<file path="src/rtl/icache_ctrl_pkg.sv">
// Shared definitions for the instruction-cache miss controller: address split,
// bus command encodings and FSM state type.
package icache_ctrl_pkg;

  localparam int IDX_W  = 7;
  localparam int TAG_W  = 22;
  localparam int OFF_W  = 3;
  localparam int MTAG_W = 4;
  localparam int LINE_W = 32 - OFF_W;

  localparam logic [1:0] BUS_NONE = 2'd0;
  localparam logic [1:0] BUS_LOAD = 2'd1;

  typedef enum logic [1:0] {
    IC_IDLE = 2'd0,
    IC_REQ  = 2'd1,
    IC_WAIT = 2'd2
  } ic_state_e;

  function automatic logic [IDX_W-1:0] idxOf(input logic [31:0] addr);
    return addr[OFF_W +: IDX_W];
  endfunction

  function automatic logic [TAG_W-1:0] tagOf(input logic [31:0] addr);
    return addr[31 -: TAG_W];
  endfunction

endpackage

</file>
<file path="src/rtl/icache_ctrl.sv">
// Blocking single-miss controller for a 128 x 64-bit direct-mapped I-cache.
// Optional hit/miss counters are built when ICACHE_STATS_EN is defined.
module icache_ctrl
  import icache_ctrl_pkg::*;
(
  input  logic              clock,
  input  logic              reset,
  input  logic              fetch_req,
  input  logic [31:0]       fetch_addr,
  output logic [63:0]       fetch_data,
  output logic              fetch_data_valid,
  output logic              fetch_busy,
  output logic [IDX_W-1:0]  cache_rd_idx,
  output logic [TAG_W-1:0]  cache_rd_tag,
  input  logic [63:0]       cache_rd_data,
  input  logic              cache_rd_valid,
  output logic              cache_wr_en,
  output logic [IDX_W-1:0]  cache_wr_idx,
  output logic [TAG_W-1:0]  cache_wr_tag,
  output logic [63:0]       cache_wr_data,
  output logic [1:0]        proc2mem_command,
  output logic [31:0]       proc2mem_addr,
  input  logic [MTAG_W-1:0] mem2proc_response,
  input  logic [63:0]       mem2proc_data,
  input  logic [MTAG_W-1:0] mem2proc_tag
`ifdef ICACHE_STATS_EN
  ,
  output logic [31:0]       hit_count,
  output logic [31:0]       miss_count
`endif
);

  ic_state_e         state_q, state_d;
  logic [LINE_W-1:0] missLine_q, missLine_d;
  logic [MTAG_W-1:0] pendingTag_q, pendingTag_d;
  logic [1:0]        cmd_q, cmd_d;
  logic              busy_q, busy_d;

  logic              hitNow;
  logic              fillNow;
  logic [31:0]       missAddr;
  logic              unusedOffset;

  assign unusedOffset = ^fetch_addr[OFF_W-1:0];
  assign missAddr     = {missLine_q, {OFF_W{1'b0}}};

  // Tag 0 never matches, so a response arriving after reset cannot fill.
  assign hitNow  = (state_q == IC_IDLE) && fetch_req && cache_rd_valid;
  assign fillNow = (state_q == IC_WAIT) && (pendingTag_q != '0) &&
                   (mem2proc_tag == pendingTag_q);

  always_comb begin
    state_d      = state_q;
    missLine_d   = missLine_q;
    pendingTag_d = pendingTag_q;
    case (state_q)
      IC_IDLE: begin
        if (fetch_req && !cache_rd_valid) begin
          missLine_d = fetch_addr[31:OFF_W];
          state_d    = IC_REQ;
        end
      end
      IC_REQ: begin
        if (mem2proc_response != '0) begin
          pendingTag_d = mem2proc_response;
          state_d      = IC_WAIT;
        end
      end
      IC_WAIT: begin
        if (fillNow) begin
          pendingTag_d = '0;
          state_d      = IC_IDLE;
        end
      end
      default: state_d = IC_IDLE;
    endcase
    cmd_d  = (state_d == IC_REQ) ? BUS_LOAD : BUS_NONE;
    busy_d = (state_d != IC_IDLE);
  end

  always_ff @(posedge clock or posedge reset) begin
    if (reset) begin
      state_q      <= IC_IDLE;
      missLine_q   <= '0;
      pendingTag_q <= '0;
      cmd_q        <= BUS_NONE;
      busy_q       <= 1'b0;
    end else begin
      state_q      <= state_d;
      missLine_q   <= missLine_d;
      pendingTag_q <= pendingTag_d;
      cmd_q        <= cmd_d;
      busy_q       <= busy_d;
    end
  end

  // The read port follows the live request in IDLE, the miss line otherwise.
  always_comb begin
    if (state_q == IC_IDLE) begin
      cache_rd_idx = idxOf(fetch_addr);
      cache_rd_tag = tagOf(fetch_addr);
    end else begin
      cache_rd_idx = idxOf(missAddr);
      cache_rd_tag = tagOf(missAddr);
    end
  end

  always_comb begin
    fetch_data       = '0;
    fetch_data_valid = 1'b0;
    if (fillNow) begin
      fetch_data       = mem2proc_data;
      fetch_data_valid = 1'b1;
    end else if (hitNow) begin
      fetch_data       = cache_rd_data;
      fetch_data_valid = 1'b1;
    end
  end

  assign cache_wr_en      = fillNow;
  assign cache_wr_idx     = fillNow ? idxOf(missAddr) : '0;
  assign cache_wr_tag     = fillNow ? tagOf(missAddr) : '0;
  assign cache_wr_data    = fillNow ? mem2proc_data : '0;
  assign fetch_busy       = busy_q;
  assign proc2mem_command = cmd_q;
  assign proc2mem_addr    = (cmd_q == BUS_LOAD) ? missAddr : '0;

`ifdef ICACHE_STATS_EN
  logic [31:0] hitCount_q, missCount_q;
  logic        missStart;

  assign missStart = (state_q == IC_IDLE) && (state_d == IC_REQ);

  // Both counters stick at all-ones rather than wrapping.
  always_ff @(posedge clock or posedge reset) begin
    if (reset) begin
      hitCount_q  <= '0;
      missCount_q <= '0;
    end else begin
      if (hitNow && (hitCount_q != 32'hFFFF_FFFF))
        hitCount_q <= hitCount_q + 32'd1;
      if (missStart && (missCount_q != 32'hFFFF_FFFF))
        missCount_q <= missCount_q + 32'd1;
    end
  end

  assign hit_count  = hitCount_q;
  assign miss_count = missCount_q;
`endif

endmodule

</file>
<file path="config.mk">
export PLATFORM = sky130hd
export DESIGN_NAME = icache_ctrl
export DESIGN_NICKNAME = d
export VERILOG_FILES = /design/src/rtl/icache_ctrl_pkg.sv /design/src/rtl/icache_ctrl.sv
export SDC_FILE = /design/constraint.sdc
export NUM_CORES = 1
export LEC_CHECK = 0
export CELL_PAD_IN_SITES_DETAIL_PLACEMENT = 0
export CELL_PAD_IN_SITES_GLOBAL_PLACEMENT = 2
export CORE_AREA = 10 10 171 173
export CTS_CLUSTER_DIAMETER = 60
export DETAILED_ROUTE_END_ITERATION = 10
export DIE_AREA = 0 0 181 183
export PLACE_DENSITY = 0.87
export REMOVE_ABC_BUFFERS = 1
export SLEW_MARGIN = 5
export SYNTH_ARGS = -nofsm -noshare
export SYNTH_HDL_FRONTEND = slang
export SYNTH_SLANG_ARGS = --single-unit
</file>
<file path="constraint.sdc">
create_clock -name clock -period 6.8 [get_ports clock]
set_clock_uncertainty 0.2 [all_clocks]
set_input_delay 1.36 -clock clock [delete_from_list [all_inputs] [get_ports clock]]
set_output_delay 1.36 -clock clock [all_outputs]
set_load 0.05 [all_outputs]
</file>
==> run metrics <==
top-count cell post-synth and2_1; Worst Path Arrival about 4100 ps; Final TNS setup 0 ps; Clk Tree Root Cell clkbuf_16; r2r setup slk about 4600 ps; total track usage about 12%; post-synthesis sequential area ratio between 20 and 30%; Post-synth EDFFs 0; share of cells above drive strength 1 about a tenth; total area of sequential cells 926 um2; CP max FO approximately 130; Syn-to-layout area delta 132%; Synth Area per Inst 9.28 um2; Synth cell types 27; total gr overflow 0; synthesized area 3290 um2; fin nets 893; post-CTS setup buffer count 0; Worst Hold Class flop to flop; Num CTS Buffers 5; cell taking the most area after synthesis dfrtp_1; Warnings, synthesis 0; largest net degree at the start of global routing ~130; Synth Register Bits 37; Filler Cell Count ~2700; RSZ-0062 raised after global routing false; Tmin final ~5600 ps; die area between 30000 and 40000 um2; Slowest cell on crit path clkdlybuf4s50_1; measured slew at the worst slew-check pin roughly 920 ps; Crit Path Class input pin to output port; ys flop type dfrtp_1; vias in the first global route around 4500; crit path launch type input pin; min-delay src missLine_q[1]; hold endpoint missLine_q[1]; initial antenna violation count 3; placed inst area roughly 7500 um2; clock-pin transition on the worst setup and hold timing paths 60 ps; detailed placement HPWL ~18000 um; DRC errors left 0; CP most frequent cell clkdlybuf4s50_1; P_leak 2.89 nW; pre-CTS setup slack between 1000 and 1500 ps; Slew HR 38.6%; VDD IR-drop max roughly 230 uV; width of the die 181 um; vias 4137; final worst path period share 82.7%; design area about 7600 um2; max_cap viols 0; # port buffers roughly 390; drt pass-1 iters 4; Min-Delay Path Depth 1; Crit. End Element output port; CP Cell Sequence clkdlybuf4s50_1 -> inv_1 -> a211o_1 -> nor3_4 -> buf_12 -> a22o_1 -> clkdlybuf4s50_1; vias per inst 3.91; row cnt 59; FF-to-FF End pendingTag_q[1]; Worst Reg2Reg Path Length in Cells 5; WL/cell 20.4 um; crit path buf inv count 4; Initial Util between 10 and 15%; first-pass GRT wire length about 31000 um; WL final 21600 um; die height ~180 um; synth top area cells dfrtp_1, and2_1, mux2_2; area occupied by multi-input gates around 2200 um2; most frequent cells after synthesis and2_1, a22o_1, mux2_2, dfrtp_1, buf_2; core area 25800 um2; reg2reg start state_q[0]; Worst Slack Setup Final roughly 1200 ps; Crit path required time 5240 ps; fin. max-slew vios 0; clock sinks 37; Synth Instances ~360; Yosys top cell area share between 20% and 30%; H-tree depth 2; Final Hold Viols 0; Post-CTS Hold Buffers 0; IO Pins roughly 400; TritonCTS clock tree built; latest clock arrival within the worst-skew pair 280 ps; status finished, final reports clean; PostCTS Resize Cnt 0; fmax ~0.18 GHz; routability cong. 0.792; final setup violation count 0; Max stage delay on crit path between 800 and 900 ps; Worst setup startpoint mem2proc_tag[3]; Post-DRT Antenna Nets 0; Top Family by Delay on Critical Path buffers and inverters; maximum clock path buffer count 2; DRT iter0 DRCs ~100; async set or reset register ratio after synthesis 100%; power per cell area 320 nW/um2
==> per-stage QoR <==
step                std cells  hold WS, ps  power [mW]  utilization [%]
detailed placement       1049          332        2.24             29.1
floorplan                 321          305        1.57                -
finish                   1057          342        2.44             29.7
CTS                      1055          346        2.48             29.6
global route             1057          369        2.57             29.7
global placement         1049          321        2.23             29.1
==> logic make-up (layout without fill, tap and decap cells) <==
group | Yosys count | count (layout) | synth area share, %
buffers and inverters | 39 | 401 | 5.58
AND/OR/NAND/NOR | 141 | 141 | 26.4
flip-flops | 37 | 37 | 28.1
AO/OA/AOI/OAI | 76 | 76 | 19.2
other | 1 | 6 | 0.114
multiplexers | 58 | 58 | 19.8
XOR/XNOR | 3 | 3 | 0.798
==> sequential cells by signal (all words and copies together) (netlist names) <==
| name | count |
|---|---|
| proc2mem_command | 1 |
| missLine_q | 29 |
| fetch_busy | 1 |
| state_q | 2 |
| pendingTag_q | 4 |
==> placed cells by master (no fill, tap or decap), types with 2 or more instances in the layout <==
master,count
dfrtp_1,37
a22o_1,64
buf_4,4
nand2_1,7
xnor2_1,2
nor2_1,2
nand2b_1,3
clkdlybuf4s50_1,387
and2_1,122
buf_12,2
mux2_2,58
diode_2,2
o21ai_0,4
clkbuf_16,5
inv_1,2
a21oi_1,4
conb_1,4
==> routing by layer <==
layer,up-vias,wire length [um],GRT usage (%),share of wire (%)
met3,11,2460,5.98,11
met2,236,9950,19.7,46
li1,1976,-,-,-
met5,-,19,0,0.088
met4,2,102,2.21,0.47
met1,1912,9070,14.1,42
==> final cells by class <==
cell class | count | share of cell area [%]
antenna | 2 | 0.0655
clock buffer | 5 | 1.64
clock inverter | 1 | 0.0655
inverter | 2 | 0.0982
multi-input combinational | 282 | 28.9
sequential | 37 | 12.1
tap | 335 | 5.48
timing repair buffer | 393 | 51.6
==> worst max path at each step <==
stage                     slack, ps             end  cells past startpoint
final                          1170   fetch_data[8]                      7
after global routing           1070   fetch_data[8]                      7
after CTS                      1140   fetch_data[8]                      7
after detailed placement       1160  fetch_data[62]                      7
after global placement         1140  fetch_data[62]                      7
after floorplan                 180   fetch_data[0]                      4
==> where the power goes <==
group / switching, mW / internal, mW
logic: 1.09 / 0.687
registers: 0.109 / 0.327
clock network: 0.0938 / 0.131
No activity file was read; power rests on OpenSTA's default activity.
